**src/rtl/time_parameter_timer_if.sv**
```systemverilog
// Bus between the anti-theft controller / owner programming path and the time-parameter timer.
// The master drives requests and the slave (the timer) returns read data and status.
interface time_parameter_timer_if #(
   parameter int SEL_WIDTH   = 2,
   parameter int VALUE_WIDTH = 4
);
   logic                   oneHzEnable;
   logic                   reprogram;
   logic [SEL_WIDTH-1:0]   timeParameterSelector;
   logic [VALUE_WIDTH-1:0] timeValue;
   logic [SEL_WIDTH-1:0]   interval;
   logic [VALUE_WIDTH-1:0] value;
   logic                   startTimer;
   logic                   doubleTime;
   logic                   abortTimer;
   logic [VALUE_WIDTH:0]   remaining;
   logic                   timerBusy;
   logic                   expired;
   logic                   programError;

   modport master (
      output oneHzEnable, reprogram, timeParameterSelector, timeValue, interval,
             startTimer, doubleTime, abortTimer,
      input  value, remaining, timerBusy, expired, programError
   );

   modport slave (
      input  oneHzEnable, reprogram, timeParameterSelector, timeValue, interval,
             startTimer, doubleTime, abortTimer,
      output value, remaining, timerBusy, expired, programError
   );
endinterface

```
**src/rtl/time_parameter_timer.sv**
```systemverilog
// Reprogrammable time-parameter store with an integrated seconds countdown timer.
// The timer loads the selected parameter (optionally doubled) and pulses expired on reaching zero.
module time_parameter_timer #(
   parameter int                              NUM_PARAMS  = 4,
   parameter int                              SEL_WIDTH   = 2,
   parameter int                              VALUE_WIDTH = 4,
   parameter logic [NUM_PARAMS*VALUE_WIDTH-1:0] DEFAULTS  = {4'd10, 4'd15, 4'd8, 4'd6}
) (
   input logic clock,
   input logic systemReset,
   time_parameter_timer_if.slave bus
);
   typedef enum logic {IDLE, COUNTING} state_t;

   state_t                 state_reg, state_next;
   logic [VALUE_WIDTH:0]   remaining_reg, remaining_next;
   logic                   expired_reg, expired_next;
   logic                   program_error_reg;
   logic                   write_reject;
   logic [VALUE_WIDTH:0]   load_value;
   logic [VALUE_WIDTH-1:0] regs_reg [NUM_PARAMS];

   assign write_reject = (bus.timeValue == '0) ||
                         (int'(bus.timeParameterSelector) >= NUM_PARAMS);

   generate
      for (genvar gi = 0; gi < NUM_PARAMS; gi++) begin : g_param
         always_ff @(posedge clock) begin
            if (systemReset)
               regs_reg[gi] <= DEFAULTS[gi*VALUE_WIDTH +: VALUE_WIDTH];
            else if (bus.reprogram && !write_reject &&
                     bus.timeParameterSelector == SEL_WIDTH'(gi))
               regs_reg[gi] <= bus.timeValue;
         end
      end
   endgenerate

   // Out-of-range selectors read as zero, which the timer treats as an immediate expiry.
   always_comb begin
      bus.value = '0;
      for (int i = 0; i < NUM_PARAMS; i++)
         if (bus.interval == SEL_WIDTH'(i))
            bus.value = regs_reg[i];
   end

   assign load_value = bus.doubleTime ? {bus.value, 1'b0} : {1'b0, bus.value};

   always_comb begin
      state_next     = state_reg;
      remaining_next = remaining_reg;
      expired_next   = 1'b0;
      if (bus.abortTimer) begin
         state_next     = IDLE;
         remaining_next = '0;
      end else if (bus.startTimer) begin
         // A restart while counting swallows any tick arriving in the same cycle.
         if (load_value == '0) begin
            state_next     = IDLE;
            remaining_next = '0;
            expired_next   = 1'b1;
         end else begin
            state_next     = COUNTING;
            remaining_next = load_value;
         end
      end else if (state_reg == COUNTING && bus.oneHzEnable) begin
         remaining_next = remaining_reg - (VALUE_WIDTH+1)'(1);
         if (remaining_reg == (VALUE_WIDTH+1)'(1)) begin
            state_next   = IDLE;
            expired_next = 1'b1;
         end
      end
   end

   always_ff @(posedge clock) begin
      if (systemReset) begin
         state_reg         <= IDLE;
         remaining_reg     <= '0;
         expired_reg       <= 1'b0;
         program_error_reg <= 1'b0;
      end else begin
         state_reg         <= state_next;
         remaining_reg     <= remaining_next;
         expired_reg       <= expired_next;
         program_error_reg <= bus.reprogram && write_reject;
      end
   end

   assign bus.remaining    = remaining_reg;
   assign bus.timerBusy    = (state_reg == COUNTING);
   assign bus.expired      = expired_reg;
   assign bus.programError = program_error_reg;
endmodule

```
**src/flat_wrapper.sv**
```systemverilog
// flat-port wrapper written by rule: the top's interface ports become plain ports
module time_parameter_timer_flat 
#(
   parameter int                              NUM_PARAMS  = 4,
   parameter int                              SEL_WIDTH   = 2,
   parameter int                              VALUE_WIDTH = 4,
   parameter logic [NUM_PARAMS*VALUE_WIDTH-1:0] DEFAULTS  = {4'd10, 4'd15, 4'd8, 4'd6}
)
  (clock, systemReset, bus_oneHzEnable, bus_reprogram, bus_timeParameterSelector, bus_timeValue, bus_interval, bus_startTimer, bus_doubleTime, bus_abortTimer, bus_value, bus_remaining, bus_timerBusy, bus_expired, bus_programError);
  time_parameter_timer_if #(.SEL_WIDTH(SEL_WIDTH), .VALUE_WIDTH(VALUE_WIDTH)) bus_i ();
  input logic clock;
  input logic systemReset;
  input wire logic [$bits(bus_i.oneHzEnable)-1:0] bus_oneHzEnable;
  input wire logic [$bits(bus_i.reprogram)-1:0] bus_reprogram;
  input wire logic [$bits(bus_i.timeParameterSelector)-1:0] bus_timeParameterSelector;
  input wire logic [$bits(bus_i.timeValue)-1:0] bus_timeValue;
  input wire logic [$bits(bus_i.interval)-1:0] bus_interval;
  input wire logic [$bits(bus_i.startTimer)-1:0] bus_startTimer;
  input wire logic [$bits(bus_i.doubleTime)-1:0] bus_doubleTime;
  input wire logic [$bits(bus_i.abortTimer)-1:0] bus_abortTimer;
  output wire logic [$bits(bus_i.value)-1:0] bus_value;
  output wire logic [$bits(bus_i.remaining)-1:0] bus_remaining;
  output wire logic [$bits(bus_i.timerBusy)-1:0] bus_timerBusy;
  output wire logic [$bits(bus_i.expired)-1:0] bus_expired;
  output wire logic [$bits(bus_i.programError)-1:0] bus_programError;
  assign bus_i.oneHzEnable = bus_oneHzEnable;
  assign bus_i.reprogram = bus_reprogram;
  assign bus_i.timeParameterSelector = bus_timeParameterSelector;
  assign bus_i.timeValue = bus_timeValue;
  assign bus_i.interval = bus_interval;
  assign bus_i.startTimer = bus_startTimer;
  assign bus_i.doubleTime = bus_doubleTime;
  assign bus_i.abortTimer = bus_abortTimer;
  assign bus_value = bus_i.value;
  assign bus_remaining = bus_i.remaining;
  assign bus_timerBusy = bus_i.timerBusy;
  assign bus_expired = bus_i.expired;
  assign bus_programError = bus_i.programError;
  time_parameter_timer #(.NUM_PARAMS(NUM_PARAMS), .SEL_WIDTH(SEL_WIDTH), .VALUE_WIDTH(VALUE_WIDTH), .DEFAULTS(DEFAULTS)) u_core (.clock(clock), .systemReset(systemReset), .bus(bus_i));
endmodule
```
**config.mk**
```make
export PLATFORM = sky130hd
export DESIGN_NAME = time_parameter_timer_flat
export DESIGN_NICKNAME = d
export VERILOG_FILES = /design/src/rtl/time_parameter_timer_if.sv /design/src/rtl/time_parameter_timer.sv /design/src/flat_wrapper.sv
export SDC_FILE = /design/constraint.sdc
export NUM_CORES = 1
export LEC_CHECK = 0
export ABC_AREA = 0
export BUFFER_PORTS_ARGS = -buffer_cell sky130_fd_sc_hd__buf_2
export CAP_MARGIN = 10
export CORE_MARGIN = 2
export CORE_UTILIZATION = 53
export DETAILED_ROUTE_END_ITERATION = 7
export PLACE_DENSITY_LB_ADDON = 0.05
export SETUP_SLACK_MARGIN = 0.4
export SYNTH_ARGS = -nofsm -noshare
export SYNTH_HDL_FRONTEND = slang
export SYNTH_SLANG_ARGS = --single-unit
```
**constraint.sdc**
```tcl
create_clock -name clock -period 1.8 [get_ports clock]
set_clock_uncertainty 0.2 [all_clocks]
set_input_delay 0.18 -clock clock [delete_from_list [all_inputs] [get_ports clock]]
set_output_delay 0.18 -clock clock [all_outputs]
set_load 0.01 [all_outputs]
```
# ---- After elaboration in Yosys (flattened, before gate mapping)
# Memories as Yosys holds them, arrays and structs flattened.
# Index checks and enable logic that the tools add are counted.
# Widths: inputs -> output; s select.
dict set report totals {
  latchBits 0
  wordCells 67
  rom_bits 0
  ram_bits 16
  ff_bits 8
  mem_count 1
  in_bits 15
}
# memory words width rd rd_clocked_by_memory_dff write_ports line_no
set memory_table {}
lappend memory_table {u_core.regs_reg 4 4 4 0 4 time_parameter_timer.sv:21} ;# logic [VALUE_WIDTH-1:0] regs_reg [NUM_PARAMS];
dict set report classes {
  n_shift 0
  n_lt_le_gt_ge 0
  div_mod_pow 0
  n_eq_ne 7
  n_reduce_logical 16
  bitwise_logic 4
  mux 34
  n_addsub 1
  mul 0
}
# cell n
set ops {}
lappend ops {{$mux 4} 8}
lappend ops {{$mux 1} 22}
lappend ops {{$mux 5} 4}
lappend ops {{$eq 2x2->1 const B} 4}
lappend ops {{$logic_and 1x1->1} 7}
lappend ops {{$eq 5x1->1 const B} 1}
lappend ops {{$logic_not 5->1} 1}
lappend ops {{$sub 5x1->5 const B} 1}
lappend ops {{$eq 2x1->1 const B} 2}
lappend ops {{$logic_not 2->1} 2}
lappend ops {{$logic_not 4->1} 1}
lappend ops {{$or 1x1->1} 4}
lappend ops {{$reduce_bool 2->1} 2}
lappend ops {{$reduce_and 2->1} 1}
lappend ops {{$reduce_or 2->1} 1}
lappend ops {{$logic_not 1->1} 1}

# ---- Longest topological paths before layout
# Gate-level depths: netlist of the first run.
dict set report depth {
  ltp_word 9
  ltp_mapped 6
  ltp_nobuf 6
}

# ---- Worst setup path before layout of the first run
# OpenSTA, ideal clock, no wires.
dict set report synth_path {
  path_type {input to register}
  from {in bus_timeValue[1]}
  to {mem u_core.regs_reg[0][0] (data pin)}
  slack_ns 0.161
  arrival_ns 1.184
  setup_ns 0.255
  path_stages 4
  path_buffers 0
  cell_sequence {or4_1 -> nand3_1 -> nor3_1 -> and2_1}
}
# item line_no
set synth_rtl {}
lappend synth_rtl {{from (decl)} flat_wrapper.sv:16} ;# input wire logic [$bits(bus_i.timeValue)-1:0] bus_timeValue;
lappend synth_rtl {{to (decl)} time_parameter_timer.sv:21}

==> results of run 1 <==
[logic make-up after synthesis]
family / synth area share [%]
multiplexers: 11.9
AND/OR/NAND/NOR: 18.4
XOR/XNOR: 2.83
adder cells (fa/ha/maj): 2.02
flip-flops: 51.7
buffers and inverters: 2.72
AO/OA/AOI/OAI: 10.5
[metrics by stage]
step	TNS, ns	hold WS [ns]	power, mW	setup WS [ns]
after floorplan	0	0.0414	0.772	0.170
after global placement	0	0.154	0.841	0.0716
after detailed placement	0	0.160	0.849	0.0339
after CTS	0	-0.000296	1.14	0.0179
after global routing	-0.0623	0.00659	1.21	-0.0308
final	0	0.00530	1.16	0.0112
[worst max-delay path: stages, from the launching register on]
cell and delay, ns:
edfxtp_1 0.43, mux4_2 0.52, buf_6 0.14
[layout by cell type (no fill, tap or decap), drive strengths merged]
cell         synthesis  final
nor3b                1      1
mux4                 4      4
o211a                3      3
xnor2                3      3
dfxtp                8      8
nor4bb               1      1
clkbuf               2      3
clkinv               0      1
nand3b               1      1
edfxtp              16     16
o31ai                1      1
nor4                 1      1
or4                  1      1
o21ai                6      6
xor2                 1      1
nor3                 2      2
buf                  1     34
nand3                3      4
and3                 1      1
a21oi                1      1
inv                  4      4
or3                  7      7
dlygate4sd3          0     14
a211oi               1      1
o21a                 1      1
nor2                 5      5
mux2i                5      5
nand2                7      7
nand2b               4      4
ha                   2      2
and2                 7      7
a2111oi              2      2
[final timing paths]
kind	to	slack, ns	depth (start not counted)
min reg2reg	u_core.bus.timerBusy	0.42	2
min	u_core.regs_reg[0][3]	0.005	2
max reg2reg	u_core.bus.expired	0.04	4
max	bus_value[0]	0.01	2
[final cells by class]
class	instances	area [sq um]
Multi-Input combinational cell	72	663
Tap cell	28	35.0
Inverter	4	15.0
Timing Repair Buffer	48	360
Fill cell	137	469
Clock buffer	3	22.5
Clock inverter	1	3.75
Sequential cell	24	643
[synthesized netlist by cell type, types with 2 or more instances]
cell type | number | share of area [%]
mux4_2 | 2 | 3.6
and2_1 | 7 | 3.5
nor2_1 | 5 | 1.5
mux2i_1 | 5 | 4.0
ha_1 | 2 | 2.0
nand2_1 | 7 | 2.1
nand2b_1 | 4 | 2.0
or3_1 | 7 | 3.5
nor3_1 | 2 | 0.81
clkbuf_1 | 2 | 0.61
edfxtp_1 | 16 | 39
o211a_1 | 3 | 2.4
dfxtp_1 | 8 | 13
o21ai_0 | 6 | 2.4
inv_1 | 4 | 1.2
xnor2_1 | 3 | 2.1
nand3_1 | 3 | 1.2
mux4_1 | 2 | 4.2
[per-layer routing]
metal	global-route usage [%]	part of all wire (%)	vias to the layer above
li1	-	-	487
met4	7.69	1.7	0
met1	32.5	42	501
met3	2.57	5.1	8
met2	39.0	51	39
met5	0	0	-
[timing repair]
action,4_1_cts,5_1_grt
setup buffers,5,1
hold buffers,14,0
resized for setup,8,6
pin swaps,4,3
hold endpoints to repair,10,0
cloned,0,1
setup endpoints to repair,12,12
[power by group]
part / switching (mW) / internal [mW]
combinational: 0.138 / 0.142
clock: 0.161 / 0.0812
sequential: 0.0187 / 0.623
total: 0.317 / 0.847
==> out/results.ini, run 1 <==
[timing]
max-slew-margin-rel_pct = 76.8
finalHoldViolCount = 0
setup_violations = 0
max_freq_mhz = 559
worst_pin_slew_ns = 0.346
rsz0062_at_grt = yes
drv_slew = 0
fin_crit_sh_pct = 99.4
period_needed_ns = 1.79

[global_routing]
grt.total_usage_pct = 23.6
antenna_found_initial = 0
grt_pass1_vias = 973
grt_max_degree = 15
grt_pass1_wl_um = 4620
grt.overflow.total = 0

[critical_path]
arrival_ns = 1.41
regToRegStartpoint = u_core.regs_reg[1][6]
end_kind = output pin
cp.required_ns = 1.42
path_max_fanout = 2
crit_path_start = u_core.regs_reg[1][4]
setup.worst_path.class = reg -> out
crit_path_start_kind = flop

[clocking]
cts_buffers = 3
clk_path_buf_depth = 2
clk_latency_ns = 0.31
clk_pin_slew_ns = 0.13
cts_tree = yes
clock_sink_count = 24
cts.htree.levels = 1
root_buffer = clkbuf_4

[synthesis]
syn-num-nets = 119
ys_seq_area_share_pct = 51.7
ys_ff_latch = 24
synth_edf_count = 16
synthDistinctLibCells = 32
syn_avg_cell_area_sq_um = 12.2
syn-instance-count = 102
syn_area_sq_um = 1240
async_flop_share_pct = 0
ys_warn_count = 0
synth-main-ff-cell = edfxtp_1

[routing]
routed_wl_um = 2960
wl_per_cell_um = 16.4
vias = 1035
vias_per_cell = 5.75
drc = 0
detail-route-antenna-nets = 0
drt_iter0_drc = 30
dr.pass1.iters = 4

[placement]
gp_congestion = 0.756
io_buffer_count = 26
place_hpwl_um = 1990
place_area_sq_um = 1460
place_inst = 155

[floorplan]
pin_count = 27
fp.dieW_um = 52.4
coreArea_sq_um = 2210
die_area_sq_um = 2740
start_util_pct = 56.1
fp-row-count = 17
die_h_um = 52.4

[layout]
syn_to_final_growth_pct = 40.6
layout.nets = 170
fin_util_pct = 78.8
largest_reg_flops = 16
fin_area_sq_um = 1740
drive_above_1_share_pct = 40.1
num_antenna_cells = 0
fin_cells = 180

[hold_path]
min_path_type = in -> reg
hold_start = bus_timeValue[3]

[power_and_ir_drop]
leakagePower_nw = 0.715
vdd_ir_drop_max_uv = 485
pwr_density_cell_nw_per_um2 = 668

[flow_run]
max_cap_violations = 0

[status]
status = completed

(Power assumes the default switching activity.)
==> run 2, diff against run 1 <==
CORE_ASPECT_RATIO = 1.4   (was default)
==> run 2 against run 1 <==
  * Flip-flop and latch count stayed put
  * Maximum frequency is 0.99% higher
  * Combinational power is 2% lower
  * Largest cell class is now flip-flops and latches
  * Critical path type unchanged
  * Register-to-register slack hardly changed
  * Setup slack better by 0.018 ns
  * Count of clock-buffer cells in the layout stayed put
==> out/results.ini, run 2 (synthesis results as in run 1) <==
[timing]
finalHoldViolCount = 0  ; unchanged
max_freq_mhz = 565  ; +0.99%
drv_slew = 0  ; unchanged
worst_pin_slew_ns = 0.302  ; -0.0443 ns
timing.final.ws_setup_ns = 0.0288  ; +0.0176 ns
fin_crit_sh_pct = 98.4  ; -0.98 points
timing.hold.ws_ns = 0.00821  ; +0.00291 ns
max-slew-margin-rel_pct = 79.6  ; +2.8 points
setup_tns_ns = 0  ; unchanged
period_needed_ns = 1.77  ; -0.0176 ns
setup_violations = 0  ; unchanged
rsz0062_at_grt = yes

[layout]
syn_to_final_growth_pct = 38.7
final_common_cell = buf_2
fillCellCount = 142  ; +3.6%
largest_reg_flops = 16  ; unchanged
fin_cells = 174  ; -3.3%
seqCellArea_sq_um = 643  ; unchanged
fin_util_pct = 78.1  ; -0.66 points
fin_area_sq_um = 1720  ; -1.3%
num_antenna_cells = 0  ; unchanged
layout.nets = 170  ; unchanged
drive_above_1_share_pct = 39.5  ; -0.66 points
most-common-layout-cells = buf_2 (23), edfxtp_1 (16), dlygate4sd3_1 (13)
multi_input_area_sq_um = 639  ; -3.6%

[global_routing]
antenna_found_initial = 0  ; unchanged
grt_pass1_vias = 1026  ; +5.4%
grt_max_degree = 14  ; -1
grt.overflow.total = 0  ; unchanged
grt.total_usage_pct = 22.6  ; -0.99 points
grt_pass1_wl_um = 4420  ; -4.5%

[critical_path]
slowest_delay_ns = 0.55  ; +0.03 ns
critPathSlowestCell = mux4_2
crit_path_start_kind = flop
arrival_ns = 1.39  ; -0.02 ns
cp.required_ns = 1.42  ; about the same
crit_chain = mux4_2 > buf_6
path_max_fanout = 3  ; +1
setup.worst_path.class = reg -> out
end_kind = output pin

[power_and_ir_drop]
p_sw_mw = 0.297  ; -6.4%
combPwrFrac_pct = 24.0  ; about the same
total_power_mw = 1.14  ; -1.6%
pwr_density_cell_nw_per_um2 = 665  ; -0.35%
swShare_pct = 25.9  ; -1.3 points
leakagePower_nw = 0.713  ; -0.21%
vdd_ir_drop_max_uv = 440  ; -9.4%
p_int_mw = 0.848  ; +0.16%
clockPowerShare_pct = 20.1  ; -0.7 points
sequentialPowerShare_pct = 55.8  ; +0.6 points

[status]
status = completed

[floorplan]
start_util_pct = 56.3  ; +0.25 points
fp.dieW_um = 44.9  ; -14%
die_area_sq_um = 2750  ; +0.20%
pin_count = 27  ; unchanged
die_h_um = 61.2  ; +17%
fp-row-count = 20  ; +3
coreArea_sq_um = 2200  ; -0.45%

[routing]
detail-route-antenna-nets = 0  ; unchanged
drt_iter0_drc = 7  ; -77%
vias_per_cell = 5.57  ; -3.1%
vias = 969  ; -6.4%
drc = 0  ; unchanged
wl_per_cell_um = 14.9  ; -9.2%
routed_wl_um = 2600  ; -12%
dr.pass1.iters = 3  ; -1

[clocking]
clk_latency_ns = 0.31  ; about the same
cts_tree = yes
cts_buffers = 3  ; unchanged
clock_sink_count = 24  ; unchanged
cts.htree.levels = 1  ; unchanged
clk_path_buf_depth = 2  ; unchanged
root_buffer = clkbuf_4
postCtsHoldBufs = 13  ; -1
clk_pin_slew_ns = 0.12  ; about the same

[placement]
place_inst = 151  ; -2.6%
gp_congestion = 0.768  ; +1.6%
place_hpwl_um = 1980  ; -0.88%
place_area_sq_um = 1470  ; +0.51%
io_buffer_count = 26  ; unchanged
pre_cts_ws_ns = 0.0633  ; +0.0293 ns

[hold_path]
min_path_type = in -> reg

[flow_run]
max_cap_violations = 0  ; unchanged

==> run 2: what timing repair did <==
item,in CTS,in global routing
endpoints found under the setup margin,11,11
endpoints found under the hold margin,14,1
gates cloned,0,0
pin swaps,1,1
resized for setup,7,5
buffers inserted,5,1
==> run 2: power by group through the flow <==
stage	Sequential (mW)	Clock, mW	Combinational, mW
final	0.639	0.230	0.275
after global routing	0.643	0.264	0.296
after CTS	0.640	0.240	0.261
after detailed placement	0.653	0	0.198
after global placement	0.651	0	0.194
after floorplan	0.650	0	0.122
==> run 2: final cells by class <==
type,count,share of cell area (%)
Inverter,4,0.873
Sequential cell,24,37.4
Clock buffer,3,1.31
Multi-Input combinational cell,71,37.2
Timing Repair Buffer,49,21.5
Tap cell,22,1.60
Clock inverter,1,0.218
==> run 2: metal layers <==
layer,track usage (%),up-vias,part of all wire [%]
li1,-,479,-
met1,22.4,464,33
met2,47.4,22,63
met3,1.76,4,3.0
met4,7.56,0,1.0
met5,0,-,0
==> run 2: path summary, 6_finish.rpt <==
| check | depth (start not counted) | slack [ns] | endpoint | start |
|---|---|---|---|---|
| worst max-delay path | 2 | 0.03 | bus_value[1] | u_core.regs_reg[1][5] |
| worst max register to register | 5 | 0.03 | u_core.bus.remaining[1] | u_core.regs_reg[1][5] |
| worst min register to register | 2 | 0.46 | u_core.bus.remaining[0] | u_core.bus.remaining[0] |
| worst min-delay path | 3 | 0.008 | u_core.bus.programError | bus_timeValue[1] |
==> run 2: critical path, delay by kind of cell (launching register included) <==
kind	cells	cell delay, ns
buf+inv	1	0.15
flops	1	0.39
mux	1	0.55
==> run 3, diff against run 2 <==
CELL_PAD_IN_SITES_DETAIL_PLACEMENT = 0   (was default)
CELL_PAD_IN_SITES_GLOBAL_PLACEMENT = 1   (was default)
CORE_UTILIZATION = 42   (was 53)
PLACE_DENSITY_LB_ADDON = 0.1   (was 0.05)
==> run 3 against run 2 <==
  * The flow now finishes with violations (hold timing)
  * Final area is 0.51% lower
  * Largest cell class is now multi-input combinational cells
  * Via count is 3.0% lower
  * Combinational power is 6% lower
  * Count of clock-buffer cells in the layout stayed put
  * Utilization is 18 points lower
  * First-iteration DRC count is 110% higher
  * Setup slack better by 0.032 ns
  * Critical path depth stayed put
  * Hold slack worse by 0.019 ns
  * Flip-flop and latch count stayed put
  * Highest routed layer unchanged
  * Clock power is 100% higher
  * Maximum frequency is 1.9% higher
==> out/results.ini, run 3 (synthesis results as in run 1) <==
[floorplan]
coreArea_sq_um = 2850  ; +29%
fp-row-count = 23  ; +15%
start_util_pct = 43.5  ; -13 points
fp.dieW_um = 49.9  ; +11%
pin_count = 27  ; unchanged
die_area_sq_um = 3410  ; +24%
die_h_um = 68.3  ; +12%

[critical_path]
critPathSlowestCell = mux4_2
end_kind = output pin
r2r_end = u_core.bus.expired
regToRegStartpoint = u_core.regs_reg[1][5]
slowest_delay_ns = 0.56  ; about the same
path_max_fanout = 4  ; +1
arrival_ns = 1.36  ; -0.03 ns
cp.required_ns = 1.42  ; about the same
crit_family = multiplexers
crit_path_start_kind = flop
reg2reg_depth = 3  ; -2
ff2ff_setup_slack_ns = 0.11  ; +0.08 ns
setup.worst_path.class = reg -> out
crit_chain = mux4_2 > buf_6
cp.buffers_inverters = 1  ; unchanged

[layout]
multi_input_area_sq_um = 669  ; +4.7%
most-common-layout-cells = buf_2 (20), edfxtp_1 (16), buf_6 (9), or3_1 (7)
largest_reg_flops = 16  ; unchanged
seqCellArea_sq_um = 643  ; unchanged
layout.nets = 159  ; -6.5%
drive_above_1_share_pct = 47.5  ; +8.0 points
fin_area_sq_um = 1710  ; -0.51%
num_antenna_cells = 0  ; unchanged
fin_cells = 178  ; +2.3%
final_common_cell = buf_2
syn_to_final_growth_pct = 38.0
fillCellCount = 244  ; +72%

[timing]
fin_crit_sh_pct = 96.6  ; -1.8 points
drv_slew = 0  ; unchanged
setup_violations = 0  ; unchanged
setup_tns_ns = 0  ; unchanged
timing.hold.ws_ns = -0.0109  ; -0.0192 ns
finalHoldViolCount = 2  ; +2
worst_pin_slew_ns = 0.439  ; +0.137 ns
max_freq_mhz = 575  ; +1.9%
period_needed_ns = 1.74  ; -0.0323 ns
rsz0062_at_grt = yes
max-slew-margin-rel_pct = 70.6  ; -9.0 points

[clocking]
root_buffer = clkbuf_8
cts_tree = yes
clock_sink_count = 24  ; unchanged
clk_pin_slew_ns = 0.08  ; -0.04 ns
clk_latency_ns = 0.26  ; -0.05 ns
clk_path_buf_depth = 2  ; unchanged
cts.htree.levels = 1  ; unchanged
cts_buffers = 3  ; unchanged

[routing]
detail-route-antenna-nets = 0  ; unchanged
vias = 940  ; -3.0%
drt_iter0_drc = 15  ; +8
dr.pass1.iters = 2  ; -1
drc = 0  ; unchanged
vias_per_cell = 5.28  ; -5.2%
wl_per_cell_um = 15.0  ; +0.42%
routed_wl_um = 2670  ; +2.7%

[power_and_ir_drop]
p_int_mw = 1.05  ; +24%
pwr_density_cell_nw_per_um2 = 796  ; +20%
combPwrFrac_pct = 18.9  ; -5.1 points
clockPowerShare_pct = 34.2  ; +14 points
p_sw_mw = 0.313  ; +5.4%
swShare_pct = 23.0  ; -2.9 points
leakagePower_nw = 0.691  ; -3.2%
vdd_ir_drop_max_uv = 453  ; +3.0%
sequentialPowerShare_pct = 46.9  ; -8.9 points

[global_routing]
grt.total_usage_pct = 18.0  ; -4.6 points
antenna_found_initial = 0  ; unchanged
grt_pass1_wl_um = 4470  ; +1.2%
grt_pass1_vias = 986  ; -3.9%
grt.overflow.total = 0  ; unchanged
grt_max_degree = 15  ; +1

[status]
status = finished, violations left
violations = hold timing

[flow_run]
max_cap_violations = 0  ; unchanged

[placement]
io_buffer_count = 26  ; unchanged
place_inst = 164  ; +8.6%
gp_congestion = 0.732  ; -4.7%
place_area_sq_um = 1470  ; +0.26%
place_hpwl_um = 2050  ; +3.9%

[hold_path]
holdPathEnd = u_core.regs_reg[1][0]
holdPathStages = 2  ; -1
hold_start = bus_timeValue[0]
min_path_type = in -> reg

run 3: cell types whose count changed in the layout (fill, tap and decap cells not counted), moves of 2 or more:
cell           delta
dlygate4sd3_1    -11
and2_1            -3
and2_4            +3
buf_2             -3
clkbuf_4          -3
clkbuf_8          +3
buf_6             +2
nor2_4            +2
run 3: repair_timing:
item,in CTS,in global routing
resized for setup,7,16
hold endpoints to repair,2,0
setup endpoints to repair,18,18
gates cloned,1,0
buffers inserted,5,2
hold buffers,2,0
pin swaps,4,6
run 3: final cells by class:
class	count	share of cell area, %
Clock buffer	3	2.41
Timing Repair Buffer	37	15.6
Inverter	4	0.877
Multi-Input combinational cell	72	39.1
Clock inverter	1	1.75
Sequential cell	24	37.6
Tap cell	37	2.70
run 3: power by group through the flow:
| stage | sequential [mW] | clock (mW) | combinational, mW |
|---|---|---|---|
| 6_report | 0.638 | 0.466 | 0.258 |
| 2_1_floorplan | 0.650 | 0 | 0.122 |
| 3_5_place_dp | 0.652 | 0 | 0.196 |
| 5_1_grt | 0.643 | 0.494 | 0.280 |
| 3_3_place_gp | 0.651 | 0 | 0.193 |
| 4_1_cts | 0.639 | 0.476 | 0.238 |
run 3: stage by stage:
step | total power [mW] | util, % | hold slack (ns) | setup slack, ns
after floorplan | 0.772 | - | 0.0414 | 0.170
after global placement | 0.844 | 51.6 | 0.154 | 0.0694
after detailed placement | 0.848 | 51.6 | 0.158 | 0.0555
after CTS | 1.35 | 57.6 | 0.0186 | 0.0516
after global routing | 1.42 | 60.1 | -0.0141 | 0.0234
final | 1.36 | 60.1 | -0.0109 | 0.0611
run 3: metal layers:
metal | global-route usage, % | routed length (um) | up-vias
li1 | - | - | 463
met1 | 16.9 | 911 | 454
met2 | 37.5 | 1640 | 19
met3 | 2.62 | 80 | 4
met4 | 8.33 | 41 | 0
met5 | 0 | 0 | -
run 3: worst max path at each step:
stage	start	to	slack, ns	cells past startpoint
after floorplan	u_core.regs_reg[1][5]	u_core.bus.timerBusy	0.17	3
after global placement	bus_timeValue[2]	u_core.regs_reg[0][0]	0.07	5
after detailed placement	bus_timeValue[2]	u_core.regs_reg[0][0]	0.06	5
after CTS	u_core.regs_reg[1][6]	bus_value[2]	0.05	2
after global routing	u_core.regs_reg[1][6]	bus_value[2]	0.02	2
final	u_core.regs_reg[1][6]	bus_value[2]	0.06	2
run 3: worst register-to-register path, stage by stage (launching register included):
cell and delay, ns:
edfxtp_1 0.36, mux4_2 0.56, a2111oi_4 0.37, o21a_1 0.14
